### src/rtl/bounce_monitor_pkg.sv
// Shared definitions for the bouncing-LED bar observer and other LED-bar consumers.
package bounce_monitor_pkg;

  localparam int LED_COUNT = 10;
  localparam int INDEX_W   = 4;

  // Ball tracking states: IDLE until the first valid sample, STILL until the first move.
  typedef enum logic [1:0] {
    IDLE    = 2'd0,
    STILL   = 2'd1,
    RISING  = 2'd2,
    FALLING = 2'd3
  } state_t;

endpackage

### src/rtl/onehot10_decode.sv
// Combinational decoder for the 10-LED bar: flags whether exactly one LED is lit
// and reports its bit position.
module onehot10_decode
  import bounce_monitor_pkg::*;
(
  input  logic [LED_COUNT-1:0] led,
  output logic                 valid,
  output logic [INDEX_W-1:0]   index
);

  // Count lit LEDs and remember the position of the (last) lit one.
  always_comb begin
    logic [INDEX_W-1:0] ones;
    ones  = '0;
    index = '0;
    for (int i = 0; i < LED_COUNT; i++) begin
      if (led[i]) begin
        ones  = ones + 1'b1;
        index = INDEX_W'(i);
      end
    end
    valid = (ones == INDEX_W'(1));
  end

endmodule

### src/rtl/bounce_monitor.sv
// Receive-side observer for the bouncing-LED bar: recovers index, direction,
// apex, floor-bounce count and per-LED dwell time from the sampled LED bar.
// Optional feature macro: BOUNCE_MONITOR_HEX_EN adds HEX0/HEX1 displays of
// Bounce_count (needs COUNT_W >= 8).
module bounce_monitor
  import bounce_monitor_pkg::*;
#(
  parameter int DWELL_W = 16,
  parameter int COUNT_W = 8
) (
  input  logic                 CLOCK_50,
  input  logic                 Reset_n,
  input  logic                 Sample,
  input  logic [LED_COUNT-1:0] LEDR_in,
  output logic [INDEX_W-1:0]   Index,
  output logic                 Direction,
  output logic                 Tracking,
  output logic [INDEX_W-1:0]   Peak_index,
  output logic [COUNT_W-1:0]   Bounce_count,
  output logic [DWELL_W-1:0]   Dwell,
  output logic                 Event_valid,
`ifdef BOUNCE_MONITOR_HEX_EN
  output logic [7:0]           HEX0,
  output logic [7:0]           HEX1,
`endif
  output logic                 Error
);

  state_t               state_reg, state_next;
  logic [INDEX_W-1:0]   index_reg, index_next;
  logic [INDEX_W-1:0]   peak_reg, peak_next;
  logic [COUNT_W-1:0]   bounce_reg, bounce_next;
  logic [DWELL_W-1:0]   dwell_cnt_reg, dwell_cnt_next;
  logic [DWELL_W-1:0]   dwell_reg, dwell_next;
  logic                 event_reg, event_next;
  logic                 error_reg, error_next;

  logic                 dec_valid;
  logic [INDEX_W-1:0]   dec_index;
  logic [DWELL_W-1:0]   dwell_cnt_inc;

  onehot10_decode u_decode (
    .led   (LEDR_in),
    .valid (dec_valid),
    .index (dec_index)
  );

  // Dwell counter advance, sticking at all-ones so long holds read as "very long".
  assign dwell_cnt_inc = (dwell_cnt_reg == '1) ? dwell_cnt_reg : dwell_cnt_reg + 1'b1;

  // Next-state and next-output logic; nothing moves unless Sample strobes.
  always_comb begin
    state_next     = state_reg;
    index_next     = index_reg;
    peak_next      = peak_reg;
    bounce_next    = bounce_reg;
    dwell_cnt_next = dwell_cnt_reg;
    dwell_next     = dwell_reg;
    event_next     = 1'b0;
    error_next     = error_reg;
    if (Sample) begin
      if (!dec_valid) begin
        // Corrupt bar: flag it, keep tracking state, but time still passes.
        error_next     = 1'b1;
        dwell_cnt_next = dwell_cnt_inc;
      end else if (state_reg == IDLE) begin
        state_next     = STILL;
        index_next     = dec_index;
        dwell_cnt_next = DWELL_W'(1);
      end else if (dec_index == index_reg) begin
        dwell_cnt_next = dwell_cnt_inc;
      end else begin
        if (dec_index > index_reg) begin
          state_next = RISING;
          // Leaving the floor after a descent is a bounce; a mid-bar kick is not.
          if (state_reg == FALLING && index_reg == '0 && bounce_reg != '1)
            bounce_next = bounce_reg + 1'b1;
        end else begin
          state_next = FALLING;
          if (state_reg == RISING)
            peak_next = index_reg;
        end
        dwell_next     = dwell_cnt_reg;
        dwell_cnt_next = DWELL_W'(1);
        index_next     = dec_index;
        event_next     = 1'b1;
      end
    end
  end

  // State and output registers with synchronous active-low reset.
  always_ff @(posedge CLOCK_50) begin
    if (!Reset_n) begin
      state_reg     <= IDLE;
      index_reg     <= '0;
      peak_reg      <= '0;
      bounce_reg    <= '0;
      dwell_cnt_reg <= '0;
      dwell_reg     <= '0;
      event_reg     <= 1'b0;
      error_reg     <= 1'b0;
    end else begin
      state_reg     <= state_next;
      index_reg     <= index_next;
      peak_reg      <= peak_next;
      bounce_reg    <= bounce_next;
      dwell_cnt_reg <= dwell_cnt_next;
      dwell_reg     <= dwell_next;
      event_reg     <= event_next;
      error_reg     <= error_next;
    end
  end

  assign Index        = index_reg;
  assign Direction    = (state_reg == RISING);
  assign Tracking     = (state_reg != IDLE);
  assign Peak_index   = peak_reg;
  assign Bounce_count = bounce_reg;
  assign Dwell        = dwell_reg;
  assign Event_valid  = event_reg;
  assign Error        = error_reg;

`ifdef BOUNCE_MONITOR_HEX_EN
  HEXDisplay u_hex0 (
    .hex_digit (Bounce_count[3:0]),
    .segments  (HEX0)
  );

  HEXDisplay u_hex1 (
    .hex_digit (Bounce_count[7:4]),
    .segments  (HEX1)
  );
`endif

endmodule

### config.mk
export PLATFORM = sky130hd
export DESIGN_NAME = bounce_monitor
export DESIGN_NICKNAME = d
export VERILOG_FILES = /design/src/rtl/bounce_monitor_pkg.sv /design/src/rtl/onehot10_decode.sv /design/src/rtl/bounce_monitor.sv
export SDC_FILE = /design/constraint.sdc
export NUM_CORES = 1
export LEC_CHECK = 0
export ABC_AREA = 1
export CORE_MARGIN = 2
export CORE_UTILIZATION = 45
export CTS_CLUSTER_SIZE = 30
export DETAILED_ROUTE_END_ITERATION = 8
export PLACE_DENSITY = 0.79
export SYNTH_ARGS = -nofsm -noshare
export SYNTH_HDL_FRONTEND = slang
export SYNTH_SLANG_ARGS = --single-unit
export TNS_END_PERCENT = 20
### constraint.sdc
create_clock -name CLOCK_50 -period 10.11 [get_ports CLOCK_50]
set_input_delay 1.5165 -clock CLOCK_50 [delete_from_list [all_inputs] [get_ports CLOCK_50]]
set_output_delay 1.5165 -clock CLOCK_50 [all_outputs]
set_load 0.01 [all_outputs]
-- After elaboration in Yosys (flattened, before gate mapping)
Index checks and enable logic that the tools add are counted.
Widths: inputs -> output; s select.
- memory bits (writable): 0
- input port bits: 13
- logic and storage cells: 73
- memories: 0
- memory bits (read-only): 0
- register bits: 52
- bits in latches: 0
- div/mod/pow operators: 0
- eq/ne operators: 7
- $mul: 0
- multiplexer cells: 29
- shift operators: 0
- reduce and logical (&&, ||, !) cells: 11
- add/sub/neg operators: 11
- magnitude comparators: 1
- bitwise logic cells: 6
- operator list (operator ; number):
    $mux 16 ; 4
    $mux 4 ; 13
    $add 4x1->4 const B ; 8
    $add 16x1->16 const B ; 1
    $eq 16x16->1 const B ; 1
    $mux 3 ; 4
    $reduce_and 6->1 ; 2
    $add 8x1->8 const B ; 1
    $mux 2 ; 4
    $ne 8x8->1 const B ; 1
    $not 1->1 ; 6
    $eq 2x2->1 const B ; 2
    $eq 4x1->1 const B ; 1
    $eq 4x4->1 ; 1
    $gt 4x4->1 ; 1
    $logic_not 4->1 ; 1
    $mux 1 ; 4
    $reduce_and 4->1 ; 1
    $reduce_or 4->1 ; 1
    $reduce_and 3->1 ; 1
    $add 1x1->2 const B ; 1
    $logic_and 1x1->1 ; 2
    $logic_not 2->1 ; 1
    $ne 2x2->1 const B ; 1
    2 further kinds ; 2

-- Logic depth before layout (Yosys ltp)
- word-level depth: 22
- gate-level depth with buffers: 38
- gate-level depth less buffers: 38

-- Modules after synthesis
From an unflattened synthesis, not the netlist that was laid out.
- cells, all modules: 540
- area, all modules: 3575.9 um2
- modules (own cells, without submodules) (module ; cells each ; sequential area each (um2) ; area an instance (um2) ; instances):
    bounce_monitor ; 374 ; 1041.0 ; 2602.5 ; 1
    onehot10_decode ; 166 ; 0.0 ; 973.4 ; 1

-- Least setup slack after synthesis
Ideal clock, no wire load.
- path type: input to register
- start: input port LEDR_in[1]
- end: register state_reg[0]
- path slack: 3.720 ns
- cell stages on the path: 37
- arrival time: 6.273 ns
- path through: inv_1 ha_1 inv_1 nand2_1 nand2_1 ha_1 nand2_1 nand2_1 ha_1 or2_2 nand2_1 inv_1 ha_1 nand2_1 nand2_1 ha_1 or2_2 nand2_1 inv_1 ha_1 nand2_1 nand2_1 ha_1 nand2_1 nand2_1 ha_1 nand2_1 nand2_1 inv_1 nand3_1 nor2_2 nand3_2 nor2_8 nand2_4 buf_6 a21oi_2 nor2_1
- cells in the longest elaborated chain, start to end: 19
- ends and longest elaborated chain (element ; line ; RTL):
    from (decl) ; bounce_monitor.sv:14 ; input logic [LED_COUNT-1:0] LEDR_in,
    $mux 4 ; onehot10_decode.sv:17 ; if (led[i]) begin
    $add 4x1->4 ; onehot10_decode.sv:18 ; ones = ones + 1'b1;
    $mux 4 ; onehot10_decode.sv:17 ;
    $add 4x1->4 ; onehot10_decode.sv:18 ;
    $mux 4 ; onehot10_decode.sv:17 ;
    $add 4x1->4 ; onehot10_decode.sv:18 ;
    $mux 4 ; onehot10_decode.sv:17 ;
    $add 4x1->4 ; onehot10_decode.sv:18 ;
    (+3 left out) ; -- ;
    $add 4x1->4 ; onehot10_decode.sv:18 ;
    $mux 4 ; onehot10_decode.sv:17 ;
    $add 4x1->4 ; onehot10_decode.sv:18 ;
    $mux 4 ; onehot10_decode.sv:17 ;
    $add 4x1->4 ; onehot10_decode.sv:18 ;
    $mux 4 ; onehot10_decode.sv:17 ;
    $eq 4x1->1 ; onehot10_decode.sv:22 ; valid = (ones == INDEX_W'(1));
    $reduce_and 3->1 (no source line) ; -- ;
    to (signal assigned) ; bounce_monitor.sv:103 ; state_reg <= state_next;
    to (decl) ; bounce_monitor.sv:29 ; state_t state_reg, state_next;
Several ways; a longest one is shown, not always the timed one. The select of a mux whose other input is x is not followed.
A chain may end at the register's enable or synchronous reset.

-- Worst setup path in the final report
- start: input port LEDR_in[1]
- end: register dwell_cnt_reg[6]
- cells in the longest elaborated chain, start to end: 19
- ends and longest elaborated chain (element ; line ; RTL):
    $mux 4 ; onehot10_decode.sv:17 ;
    $add 4x1->4 ; onehot10_decode.sv:18 ;
    $mux 4 ; onehot10_decode.sv:17 ;
    $add 4x1->4 ; onehot10_decode.sv:18 ;
    $mux 4 ; onehot10_decode.sv:17 ;
    $add 4x1->4 ; onehot10_decode.sv:18 ;
    $mux 4 ; onehot10_decode.sv:17 ;
    $add 4x1->4 ; onehot10_decode.sv:18 ;
    (+3 left out) ; -- ;
    $add 4x1->4 ; onehot10_decode.sv:18 ;
    $mux 4 ; onehot10_decode.sv:17 ;
    $add 4x1->4 ; onehot10_decode.sv:18 ;
    $mux 4 ; onehot10_decode.sv:17 ;
    $add 4x1->4 ; onehot10_decode.sv:18 ;
    $mux 4 ; onehot10_decode.sv:17 ;
    $eq 4x1->1 ; onehot10_decode.sv:22 ;
    $mux 16 (*) ; bounce_monitor.sv:62 ; if (!dec_valid) begin
    to (signal assigned) ; bounce_monitor.sv:107 ; dwell_cnt_reg <= dwell_cnt_next;
    to (decl) ; bounce_monitor.sv:33 ; logic [DWELL_W-1:0] dwell_cnt_reg, dwell_cnt_next;
Every way passes the cells marked *; elsewhere a longest branch is shown, timed or not.

==> flow_metrics.env <==
export IMPL_synth_edff_count=0
export IMPL_rows=31
export IMPL_fin_skew_ns=0.00481
export IMPL_rsz0062_at_grt="no"
export IMPL_holdPathEnd="Dwell[7]"
export IMPL_cap_violations=0
export IMPL_grt_pass1_wl_mm=13.1
export IMPL_clkTransAtPathRegs_ns=0.09
export IMPL_hold_class="reg2reg"
export IMPL_synth_nets=533
export IMPL_r2r_setup_slack_ns=7.71
export IMPL_die_height_um=90.2
export IMPL_wl_per_cell_um=11.3
export IMPL_final_nets=576
export IMPL_h_tree_depth=2
export IMPL_timing_rr_end="dwell_cnt_reg[11]"
export IMPL_arrival_ns=7.57
export IMPL_fp_coreArea_um2=7210
export IMPL_cpMaxStageDelayCell="clkdlybuf4s50_1"
export IMPL_p_leak_nw=1.83
export IMPL_initial_core_util=0.464
export IMPL_drive_gt1_frac=0.0856
export IMPL_cellPowerDensity_nw_per_um2=123
export IMPL_drc=0
export IMPL_ir_drop_uv=54.5
export IMPL_wl_mm=7.32
export IMPL_reg2reg_depth=16
export IMPL_grt_max_degree=34
export IMPL_yosys_warnings=0
export IMPL_setup_viol=0
export IMPL_netlist_area_leader_share=0.311
export IMPL_layout_setup_ws_ns=2.75
export IMPL_diodes=0
export IMPL_outcome="finished clean"
export IMPL_antenna_found_initial=0
export IMPL_path_class="in2reg"
export IMPL_slew_violations=0
export IMPL_rr_startpoint="dwell_cnt_reg[0]"
export IMPL_min_from="Dwell[7]"
export IMPL_netSwitchingFraction=0.324
export IMPL_synth_common_cells="114 x nand2_1, 70 x inv_1, 63 x nand3_1"
export IMPL_cts_setup_buffers=0
export IMPL_ys_types=32
export IMPL_clock_power_share=0.282
export IMPL_crit_top_cell="nand2_1"
export IMPL_grt_use_total=0.186
export IMPL_syn_inst=505
export IMPL_die_w_um=90.2
export IMPL_max_stage_delay_ns=0.48
export IMPL_ios=49
export IMPL_avgSynthCellArea_um2=6.62
export IMPL_p_comb_frac=0.276
export IMPL_place_gp_congestion=0.836
export IMPL_first_pass_iters=4
export IMPL_vias_per_cell=5.03
export IMPL_p_int_uw=332
export IMPL_syn_area_um2=3340
export IMPL_vias=3261
export IMPL_clock_root_buffer="clkbuf_8"
export IMPL_hold_ws_ns=0.465
export IMPL_fin_crit_ns=7.36
export IMPL_seq_area_frac_synth=0.311
export IMPL_setup_tns_ns=0
export IMPL_cts_tree="built"
export IMPL_cp_start_kind="input pin"
export IMPL_ctsHoldBuffers=0
export IMPL_pre_cts_ws_ns=2.43
export IMPL_min_path_cells=2
export IMPL_numCtsBuffers=5
export IMPL_maxSlewHeadroom=0.409
export IMPL_dpl_hpwl_mm=5.62
export IMPL_worstMarginPinSlew_ns=0.885
export IMPL_die_area_um2=8140
export IMPL_hold_violations=0
export IMPL_switchingPower_uw=159
export IMPL_cts_resized=0
export IMPL_grt_overflow=0
export IMPL_drtIter0Drc=135
export IMPL_end_kind="register"
export IMPL_worstPathMaxFanout=33
export IMPL_antenna_left=0
export IMPL_portBuffers=48
export IMPL_critical_path_required_ns=10.32
export IMPL_synth_top_area_cell="dfxtp_1"
export IMPL_grt_pass1_vias=3060
export IMPL_finalCritPeriodShare=0.728
export IMPL_cts_buffer_depth=2
export IMPL_synth_ff_type="dfxtp_1"
export IMPL_synthArstFlopShare=0
export IMPL_synth_most_common_cell="nand2_1"
export IMPL_worstSkewPairLatency_ns=0.30
export IMPL_cts_sink_count=52
export IMPL_seqPwrFrac=0.442
export IMPL_synth_seq_cells=52
export IMPL_timing_fmax_mhz=136
export IMPL_syn_to_final_growth_pct=19.0
export IMPL_ys_top_cells_by_area="dfxtp_1 31%, nand2_1 13%, nand3_1 9.4%"
[through the flow]
step	std cells	total power [mW]	instance area [µm²]	utilization
global route	648	0.523	3980	0.552
CTS	648	0.493	3980	0.552
global placement	640	0.352	3870	0.537
finish	648	0.491	3980	0.552
detailed placement	640	0.357	3870	0.537
floorplan	505	0.325	3340	-
[worst max-delay path, delay by kind of cell]
family                   cells  cell delay (ns)
adder cells (fa/ha/maj)      8             2.24
buffers and inverters        9             1.06
AND/OR/NAND/NOR             22             2.75
[power groups by stage]
stage                     logic (mW)  clock network (mW)  registers (mW)
after floorplan                0.103                   0           0.221
after global placement         0.130                   0           0.222
after detailed placement       0.135                   0           0.222
after CTS                      0.135               0.140           0.217
after global routing           0.155               0.150           0.218
final                          0.136               0.139           0.217
[cell families (layout without fill, tap and decap cells)]
| kind of cell | after synthesis | in the layout | share of synthesized area |
|---|---|---|---|
| AND/OR/NAND/NOR | 276 | 276 | 0.390 |
| buffers and inverters | 88 | 132 | 0.108 |
| AO/OA/AOI/OAI | 60 | 60 | 0.0980 |
| flip-flops | 52 | 52 | 0.311 |
| adder cells (fa/ha/maj) | 15 | 15 | 0.0561 |
| XOR/XNOR | 14 | 14 | 0.0367 |
[worst max path at each step]
stage                     from                to  slack (ns)  cells after the start
finish              LEDR_in[1]  dwell_cnt_reg[6]        2.75                     39
global placement    LEDR_in[1]  dwell_cnt_reg[6]        2.67                     39
CTS                 LEDR_in[1]  dwell_cnt_reg[3]        2.76                     39
floorplan           LEDR_in[1]      state_reg[0]        3.72                     37
global route        LEDR_in[1]  dwell_cnt_reg[9]        2.19                     39
detailed placement  LEDR_in[1]  dwell_cnt_reg[3]        2.43                     39
[area by class of cell]
cell class,count,area [µm²]
Clock buffer,6,72.6
Clock inverter,2,35.0
Fill cell,707,3230
Inverter,76,285
Multi-Input combinational cell,365,1940
Sequential cell,52,1040
Tap cell,99,124
Timing Repair Buffer,48,480
[layout by cell type (no fill, tap or decap), types with 5 or more instances in the layout]
master / n
nand3_2: 6
dfxtp_1: 52
inv_2: 5
or2_2: 8
clkdlybuf4s50_1: 48
nand3_1: 63
ha_1: 15
nand4_1: 14
nor2_1: 43
inv_1: 70
xor2_1: 10
nand2_1: 114
clkbuf_8: 5
nand2_2: 12
a21oi_1: 38
o21ai_0: 11
[metal layers]
metal  up-vias  wire length [µm]  GRT usage
met5         -                 0          0
met4         0                93     0.0436
met3        10               191     0.0235
met2        45              3730      0.353
met1      1494              3300      0.220
li1       1712                 -          -
No activity file was read; power rests on OpenSTA's default activity.
